`src/rtl/reg_file_pkg.sv`:
```
// Shared types and helpers for reg_file: clear FSM state encoding, byte-lane width
// and the byte-merge used by both the write path and the read bypass.
package reg_file_pkg;

    localparam int unsigned BYTE_W = 8;

    typedef enum logic {
        ST_IDLE  = 1'b0,
        ST_CLEAR = 1'b1
    } clr_state_e;

    // One byte lane of a strobed write: take the new byte when its strobe is set.
    function automatic logic [BYTE_W-1:0] merge_bytes(
        input logic [BYTE_W-1:0] old_b,
        input logic [BYTE_W-1:0] new_b,
        input logic              strb
    );
        return strb ? new_b : old_b;
    endfunction

endpackage

```
`src/rtl/reg_file_clr_seq.sv`:
```
// Clear sequencer for reg_file: on a clear request walks every entry address once,
// one per cycle, asserting a clear-write for each while busy is held high.
module reg_file_clr_seq
    import reg_file_pkg::*;
#(
    parameter  int unsigned DEPTH  = 4,
    localparam int unsigned ADDR_W = $clog2(DEPTH)
) (
    input  logic              clk_i,
    input  logic              rst_i,
    input  logic              clr_i,
    output logic              busy_o,
    output logic              clr_we_o,
    output logic [ADDR_W-1:0] clr_addr_o
);

    localparam logic [ADDR_W-1:0] LastAddr = ADDR_W'(DEPTH - 1);

    clr_state_e        state_q;
    logic [ADDR_W-1:0] cnt_q;
    logic              busy_q;

    // Requests arriving while a sequence runs are ignored, not queued.
    always_ff @(posedge clk_i or posedge rst_i) begin
        if (rst_i) begin
            state_q <= ST_IDLE;
            cnt_q   <= '0;
            busy_q  <= 1'b0;
        end else begin
            case (state_q)
                ST_IDLE: begin
                    if (clr_i) begin
                        state_q <= ST_CLEAR;
                        cnt_q   <= '0;
                        busy_q  <= 1'b1;
                    end
                end
                ST_CLEAR: begin
                    if (cnt_q == LastAddr) begin
                        state_q <= ST_IDLE;
                        cnt_q   <= '0;
                        busy_q  <= 1'b0;
                    end else begin
                        cnt_q <= cnt_q + 1'b1;
                    end
                end
                default: begin
                    state_q <= ST_IDLE;
                    cnt_q   <= '0;
                    busy_q  <= 1'b0;
                end
            endcase
        end
    end

    assign busy_o     = busy_q;
    assign clr_we_o   = busy_q;
    assign clr_addr_o = cnt_q;

endmodule

```
`src/rtl/reg_file.sv`:
```
// DATA_W x DEPTH register file: one byte-strobed write port, two registered read ports
// and a hardware clear sequencer. Define REG_FILE_BYPASS_EN for write-to-read bypass.
module reg_file
    import reg_file_pkg::*;
#(
    parameter  int unsigned DATA_W = 8,
    parameter  int unsigned DEPTH  = 4,
    localparam int unsigned ADDR_W = $clog2(DEPTH),
    localparam int unsigned STRB_W = DATA_W / BYTE_W
) (
    input  logic              clk,
    input  logic              rst,
    input  logic              we,
    input  logic [ADDR_W-1:0] waddr,
    input  logic [DATA_W-1:0] wdata,
    input  logic [STRB_W-1:0] wstrb,
    input  logic [ADDR_W-1:0] raddr_a,
    output logic [DATA_W-1:0] rdata_a,
    input  logic [ADDR_W-1:0] raddr_b,
    output logic [DATA_W-1:0] rdata_b,
    input  logic              clr,
    output logic              busy
);

    logic [DATA_W-1:0] mem_q [DEPTH];
    logic [DATA_W-1:0] mem_d [DEPTH];

    logic              clr_we;
    logic [ADDR_W-1:0] clr_addr;
    logic              waddr_ok;
    logic              wr_acc;
    logic [DATA_W-1:0] wr_old;
    logic [DATA_W-1:0] wr_merged;
    logic [DATA_W-1:0] rdata_a_d, rdata_a_q;
    logic [DATA_W-1:0] rdata_b_d, rdata_b_q;

    reg_file_clr_seq #(
        .DEPTH (DEPTH)
    ) u_clr_seq (
        .clk_i      (clk),
        .rst_i      (rst),
        .clr_i      (clr),
        .busy_o     (busy),
        .clr_we_o   (clr_we),
        .clr_addr_o (clr_addr)
    );

    // A clear request wins over a same-cycle write, and a running clear blocks writes.
    always_comb begin
        waddr_ok = 32'(waddr) < DEPTH;
        wr_acc   = we & ~busy & ~clr & waddr_ok;
        wr_old   = waddr_ok ? mem_q[waddr] : '0;
        for (int unsigned k = 0; k < STRB_W; k++) begin
            wr_merged[k*BYTE_W +: BYTE_W] = merge_bytes(wr_old[k*BYTE_W +: BYTE_W],
                                                        wdata[k*BYTE_W +: BYTE_W], wstrb[k]);
        end
    end

    always_comb begin
        for (int unsigned i = 0; i < DEPTH; i++) begin
            mem_d[i] = mem_q[i];
            if (clr_we && (32'(clr_addr) == i)) begin
                mem_d[i] = '0;
            end else if (wr_acc && (32'(waddr) == i)) begin
                mem_d[i] = wr_merged;
            end
        end
    end

    always_ff @(posedge clk or posedge rst) begin
        if (rst) begin
            for (int unsigned i = 0; i < DEPTH; i++) begin
                mem_q[i] <= '0;
            end
        end else begin
            mem_q <= mem_d;
        end
    end

    always_comb begin
        rdata_a_d = (32'(raddr_a) < DEPTH) ? mem_q[raddr_a] : '0;
        rdata_b_d = (32'(raddr_b) < DEPTH) ? mem_q[raddr_b] : '0;
`ifdef REG_FILE_BYPASS_EN
        if (wr_acc && (raddr_a == waddr)) begin
            rdata_a_d = wr_merged;
        end
        if (wr_acc && (raddr_b == waddr)) begin
            rdata_b_d = wr_merged;
        end
`endif
    end

    always_ff @(posedge clk or posedge rst) begin
        if (rst) begin
            rdata_a_q <= '0;
            rdata_b_q <= '0;
        end else begin
            rdata_a_q <= rdata_a_d;
            rdata_b_q <= rdata_b_d;
        end
    end

    assign rdata_a = rdata_a_q;
    assign rdata_b = rdata_b_q;

endmodule

```
`config.mk`:
```
export PLATFORM = sky130hd
export DESIGN_NAME = reg_file
export DESIGN_NICKNAME = d
export VERILOG_FILES = /design/src/rtl/reg_file_pkg.sv /design/src/rtl/reg_file_clr_seq.sv /design/src/rtl/reg_file.sv
export SDC_FILE = /design/constraint.sdc
export NUM_CORES = 1
export LEC_CHECK = 0
export BUFFER_PORTS_ARGS = -buffer_cell sky130_fd_sc_hd__buf_2
export CAP_MARGIN = 20
export CORE_MARGIN = 2
export CORE_UTILIZATION = 50
export CTS_CLUSTER_DIAMETER = 30
export CTS_CLUSTER_SIZE = 24
export DETAILED_ROUTE_END_ITERATION = 10
export GPL_ROUTABILITY_DRIVEN = 0
export PLACE_DENSITY_LB_ADDON = 0.15
export REMOVE_ABC_BUFFERS = 1
export SYNTH_ARGS = -nofsm -noshare
export SYNTH_HDL_FRONTEND = slang
export SYNTH_SLANG_ARGS = --single-unit
```
`constraint.sdc`:
```
create_clock -name clk -period 1.4 [get_ports clk]
set_input_delay 0.21 -clock clk [delete_from_list [all_inputs] [get_ports clk]]
set_output_delay 0.21 -clock clk [all_outputs]
set_load 0.1 [all_outputs]
```
# After elaboration in Yosys (flattened, before gate mapping)
# Index checks and enable logic that the tools add are counted.
dict set report totals {
  reg_bits 52
  input_bits 19
}
dict set report classes {
  n_addsub 1
  n_mux 27
  bitwise 8
  n_eq_ne 8
  n_reduce_logical 15
  n_lt_le_gt_ge 3
}
# operator n
set ops {}
lappend ops {{$mux 8} 15}
lappend ops {{$bmux 8 s2} 3}
lappend ops {{$ge 3x3->1 const B} 3}
lappend ops {{$not 2->3} 3}
lappend ops {{$eq 2x2->1 const B} 4}
lappend ops {{$logic_and 1x1->1} 8}
lappend ops {{$reduce_bool 2->1} 4}
lappend ops {{$eq 2x1->1 const B} 2}
lappend ops {{$logic_not 2->1} 2}
lappend ops {{$mux 1} 4}
lappend ops {{$mux 2} 2}
lappend ops {{$ne 2x2->1 const B} 2}
lappend ops {{$pmux 1 s2} 2}
lappend ops {{$pmux 2 s2} 1}
lappend ops {{$not 1->1} 3}
lappend ops {{$add 2x1->2 const B} 1}
lappend ops {{$and 1x1->1} 2}
lappend ops {{$reduce_and 2->1} 1}

# Logic depth before layout (Yosys ltp)
# Gate-level depths: netlist of the first run.
dict set report depth {
  depth_word 7
  depth_mapped 5
}

# Cells and area by module
# From an unflattened synthesis of the first run, not the netlist that was laid out.
dict set report hier_totals {
  hier_cells 196
  hier_area_um2 2558.7
}
# mod instances area_per_inst_um2 cells_each
set modules_own_cells {}
lappend modules_own_cells {reg_file 1 2364.8 178}
lappend modules_own_cells {reg_file_clr_seq 1 193.9 18}

# Worst setup path after synthesis of the first run
# No wires, ideal clock.
dict set report synth_timing {
  kind {register to register}
  startpoint {register u_clr_seq.busy_q, in the netlist u_clr_seq.busy_o}
  endpoint {register mem_q[24] (netlist name)}
  t_arrival_ps 1845
  path_buffers 1
  path_slack_ps -566
  period_less_slack_ps 1966
  stages_incl_launch_ff 5
  setup_ps 121
  cell_sequence {dfrtp_1 > clkbuf_1 > nand2_1 > o41a_1 > a22o_1}
}
dict set report synth_via {
  elab_chain_len 5
  word_cells_on_any_way 7
  cone_classes {1 x mux; 3 x bitwise; 3 x reduce/logical}
}
# item line_no
set synth_lines {}
lappend synth_lines {{start, declared} reg_file_clr_seq.sv:21} ;# logic busy_q;
lappend synth_lines {{start signal, assigned} reg_file_clr_seq.sv:28} ;# busy_q <= 1'b0;
lappend synth_lines {{start signal, assigned} reg_file_clr_seq.sv:35} ;# busy_q <= 1'b1;
lappend synth_lines {{start signal, assigned} reg_file_clr_seq.sv:42} ;# busy_q <= 1'b0;
lappend synth_lines {{$not 1->1} reg_file.sv:51} ;# wr_acc = we & ~busy & ~clr & waddr_ok;
lappend synth_lines {{$and 1x1->1 (2 in a row)} reg_file.sv:51}
lappend synth_lines {{$logic_and 1x1->1} reg_file.sv:64} ;# end else if (wr_acc && (32'(waddr) == i)) begin
lappend synth_lines {{$reduce_bool 2->1 (no line)} -}
lappend synth_lines {{end signal, assigned} reg_file.sv:76} ;# mem_q <= mem_d;
lappend synth_lines {{end, declared} reg_file.sv:25} ;# logic [DATA_W-1:0] mem_q [DEPTH];
# Parallel ways exist; a longest one is shown, timed or not.
# A chain may end at the register's enable or synchronous reset.

# Final worst setup path of the first run
dict set report layout_timing {
  startpoint {register u_clr_seq.busy_q, in the netlist u_clr_seq.busy_o}
  endpoint {register mem_q[12] (netlist name)}
}
# Same word-level chain as after synthesis.

==> summary.txt, run 1 <==
Synth async-reset ratio = 1.000
max-slew violation count = 0
worst hold path type = input pin to flop
CP Capture Type = flop
CTS tree = done
Synth cell types = 24
Synth area leaders = dfrtp_1 52%, mux4_2 14%, a22o_1 9.4%
most frequent cell after synthesis = dfrtp_1
Synth Warn # = 0
Max Cap Viol = 0
Post-synth top flop = dfrtp_1
worst-skew pair later-pin latency = 0.30 ns
Worst VDD drop = 1587 µV
highest routed layer = met4
Yosys top cell area share = 0.5187
post-route antenna net violation count = 0
met3 WL = 440 µm
Clock Sinks = 52
P&R area growth vs syn = 27.53%
Clk Tree Root Cell = clkbuf_8
Met1 Wirelength = 2474 µm
Fin Setup TNS = 0 ns
Die Y = 74.83 µm
Psw = 3.411 mW
wire per inst = 20.14 µm
Hold Fails Final Rpt = 0
Slew HR = 0.6600
Final nets = 271
power density cells = 2333 mW/mm²
status = completed
port bufs = 35
Met2 Routed Length = 3231 µm
drt pass-1 iters = 4
Starting DRT DRC Count = 159
largest area contributor in the netlist = dfrtp_1
Core ar. = 0.004786 mm²
static leakage = 1.588 nW
ant diodes = 0
sequential share of power = 0.358
drt via density = 6.009
R2R cell count = 3
Clock Skew = 0.002136 ns
Num CTS Buffers = 5
clock buffer depth = 2
internal power = 4.052 mW
Post-Syn Area = 0.002509 mm²
Switching Fraction = 0.4571
clock power share = 0.147
EDFF count, synth = 0
DRC viols = 0
CP Class = flop to flop
layout cells sized above 1 = 0.4337
global-route wire length before repair = 10120 µm
Critical Path AT = 1.58 ns
number of global-route vias before repair = 1980
Seq/Total Area, Yosys = 0.5187
Avg Cell Area, Syn = 14.25 µm²
worst-path fanout max = 8
RSZ-0062 raised after global routing = yes
initial antenna violation count = 0
combinational power share = 0.495
Cells after Synth = 176
kind of start point of the critical path = flop
grt total ovfl = 0
Worst Tran Pin Value = 0.5063 ns
most frequent cells after synthesis = 52 x dfrtp_1, 27 x a22o_1, 16 x mux2i_1, 16 x mux4_2, 11 x inv_1
die footprint = 0.005600 mm²
Max H-tree Level = 2
Final Cycle Share = 0.9930
DPL Wire Length = 4458 µm
Ports = 36
endpoints failing setup = 0
WHS Path Cells = 2
register bit total from synthesis = 52
Die Width = 74.83 µm
fmax = 719.3 MHz
All-Layer GR Usage = 0.2514
DRT Wirelength = 6364 µm
site row count = 25
worst slack at placement = -0.09125 ns
via count = 1899
setup slack after layout = 0.009782 ns
pin count of the biggest net entering global routing = 36
Starting Density = 0.5242
Reg clk slew, reported paths = 0.09 ns
fin util = 0.6685
Req. time, crit path = 1.59 ns
post-layout minimum cycle time = 1.390 ns
stage by stage:
stage / cells / power (mW) / area [µm²] / hold slack (ns)
3_5_place_dp: 301 / 6.206 / 2987 / 0.2410
3_3_place_gp: 301 / 6.072 / 2987 / 0.2367
4_1_cts: 313 / 7.403 / 3173 / 0.3028
5_1_grt: 316 / 7.840 / 3199 / 0.3193
6_report: 316 / 7.463 / 3199 / 0.3101
2_1_floorplan: 166 / 5.270 / 2452 / 0.3835
power groups by stage:
stage	Sequential [mW]	Combinational [mW]	Clock, mW
final	2.67	3.70	1.10
after global placement	2.60	3.47	0
after floorplan	4.13	1.14	0
after CTS	2.65	3.63	1.12
after global routing	2.76	3.90	1.18
after detailed placement	2.68	3.53	0
kinds of logic (layout without fill, tap and decap cells):
family / Yosys count / after routing / share of synthesized area
DFF: 52 / 52 / 0.5187
AOI/OAI and AO/OA: 49 / 49 / 0.1701
muxes: 32 / 32 / 0.2075
buffers and inverters: 21 / 94 / 0.03890
and+or+nand+nor: 18 / 18 / 0.04488
adders and majority gates: 4 / 4 / 0.01995
routing by layer:
layer,GRT usage,up-vias
met2,0.4016,90
met3,0.04150,22
li1,-,843
met5,0,-
met1,0.3222,944
met4,0.1548,0
area by class of cell:
cell class | count | area, µm²
fillers | 364 | 1587
flip-flops and latches | 52 | 1303
multi-input cells | 103 | 1136
repair buffers | 75 | 509.2
clock buffers | 7 | 96.34
well taps | 67 | 83.83
inverters | 11 | 41.29
clock inverters | 1 | 30.03
repair_timing:
action	CTS	global route
gates cloned	0	0
hold endpoints to repair	17	0
pin swaps	2	8
gates resized for setup	6	3
setup endpoints to repair	26	24
hold buffers	1	0
setup buffers	3	3
flip-flops by register name, summed over array words and instances, names as in the netlist:
register,flops
u_clr_seq.state_q,1
mem_q,32
rdata_b,8
rdata_a,8
u_clr_seq.clr_addr_o,2
u_clr_seq.busy_o,1
worst paths after layout:
check | from | to | slack [ns]
setup / recovery | u_clr_seq.busy_o | mem_q[12] | 0.01
hold / removal | raddr_b[0] | rdata_b[0] | 0.31
setup reg to reg | u_clr_seq.busy_o | mem_q[12] | 0.01
hold reg to reg | u_clr_seq.state_q | u_clr_seq.busy_o | 0.53
max in group asynchronous | rst | u_clr_seq.busy_o | 0.51
min in group asynchronous | rst | mem_q[1] | 0.46
critical path: stages, from the launching register on:
cell and delay, ns:
dfrtp_2 0.47, buf_6 0.15, o31a_4 0.42, a22o_1 0.24
layout by cell type (no fill, tap or decap):
master,instances
dfrtp_1,51
buf_4,37
buf_2,34
a22o_1,27
mux2i_1,16
mux4_2,16
inv_1,8
clkbuf_8,7
nand2_1,6
a32o_1,6
a222oi_1,6
a21oi_1,4
ha_1,4
nor3_2,3
inv_2,3
nand2b_1,2
nor2_1,2
nor2b_1,2
nand3b_1,2
o31a_4,2
buf_12,2
o41a_1,1
nor4_4,1
a22oi_1,1
o31a_1,1
o21ai_0,1
bufinv_16,1
dlygate4sd3_1,1
buf_6,1
dfrtp_2,1
Power figures use the tool's default switching activity.
==> run 2, diff against run 1 <==
==> constraint.sdc (replaced) <==
create_clock -name clk -period 1.7 [get_ports clk]
set_input_delay 0.255 -clock clk [delete_from_list [all_inputs] [get_ports clk]]
set_output_delay 0.255 -clock clk [all_outputs]
set_load 0.1 [all_outputs]
==> summary.txt, run 2 (synthesized netlist as in run 1, its figures left out) <==
Biggest register = mem_q
Slew HR = 0.5051
kind of start point of the critical path = flop
port bufs = 35
Starting DRT DRC Count = 207
WHS Path Cells = 3
DPL Wire Length = 4032 µm
Core ar. = 0.004786 mm²
Num CTS Buffers = 5
Final Power = 5.738 mW
Fin Setup TNS = 0 ns
RSZ-0062 raised after global routing = no
CTS Hold Buffers Added = 1
fin util = 0.6207
worst slack at placement = -0.03844 ns
clock buffer depth = 2
die footprint = 0.005600 mm²
drt pass-1 iters = 5
DRT Wirelength = 5968 µm
Die Width = 74.83 µm
CTS tree = done
wire per inst = 20.16 µm
Max H-tree Level = 2
max-slew violation count = 0
Hold Fails Final Rpt = 0
commonest cells after routing, fill and taps aside = 52 x dfrtp_1, 35 x buf_2, 27 x a22o_1
CP Class = flop to output port
ant diodes = 0
number of global-route vias before repair = 1889
worst-path fanout max = 6
P&R area growth vs syn = 18.40%
post-route antenna net violation count = 0
site row count = 25
worst hold path type = input pin to flop
grt total ovfl = 0
CP Capture Type = output port
non-filler instance count after layout = 296
endpoints failing setup = 0
most common cell after layout, fill and taps aside = dfrtp_1
power density cells = 1932 mW/mm²
All-Layer GR Usage = 0.2339
Starting Density = 0.5242
via count = 1865
Clock Skew = 0.007276 ns
postcts setup bufs = 0
Placed Area = 0.002867 mm²
setup slack after layout = 0.1566 ns
Die Y = 74.83 µm
fmax = 647.9 MHz
global-route wire length before repair = 9604 µm
Clock Sinks = 52
initial antenna violation count = 0
max reg flops = 32
DRC viols = 0
Reg clk slew, reported paths = 0.09 ns
Final Cycle Share = 0.9079
Worst VDD drop = 1109 µV
layout cells sized above 1 = 0.3581
R2R cell count = 5
post-CTS sizing = 0
post-layout minimum cycle time = 1.543 ns
placed insts = 287
Fin Hold WS = 0.3019 ns
pin count of the biggest net entering global routing = 31
Req. time, crit path = 1.44 ns
Final nets = 251
Clk Tree Root Cell = clkbuf_8
Ports = 36
worst-skew pair later-pin latency = 0.30 ns
drt via density = 6.301
Critical Path AT = 1.29 ns
Max Cap Viol = 0
status = completed
Worst Tran Pin Value = 0.7362 ns
static leakage = 1.449 nW
Design Area, Final = 0.002970 mm²
[run 2: where the power goes]
| group | internal (mW) | switching [mW] |
|---|---|---|
| sequential | 1.76 | 0.426 |
| clock | 0.332 | 0.399 |
| combinational | 0.888 | 1.94 |
| total | 2.98 | 2.76 |
[run 2: area by class of cell]
cell class                      count  area, µm²
Sequential cell                    52       1301
Tap cell                           67      83.83
Timing Repair Buffer               55      340.3
Fill cell                         358       1815
Clock inverter                      1      7.507
Multi-Input combinational cell    103       1110
Clock buffer                        7      86.33
Inverter                           11      41.29
[run 2: layer usage]
metal	GRT usage	vias up	part of all wire
met2	0.3704	86	0.49
met5	0	-	0
met3	0.04685	18	0.068
met4	0.09325	0	0.027
li1	-	802	-
met1	0.3196	959	0.41
[run 2: path summary, 6_finish.rpt]
kind / end / slack [ns] / start
hold / removal: u_clr_seq.busy_o / 0.30 / clr
hold reg to reg: u_clr_seq.busy_o / 0.53 / u_clr_seq.state_q
setup / recovery: busy / 0.16 / u_clr_seq.busy_o
setup reg to reg: mem_q[9] / 0.22 / u_clr_seq.clr_addr_o[0]
max in group asynchronous: mem_q[23] / 0.64 / rst
min in group asynchronous: mem_q[5] / 0.53 / rst
[run 2: critical path, cell delays in order, from the launching register on]
cell and delay (ns):
dfrtp_1 0.41, buf_4 0.16, buf_2 0.42
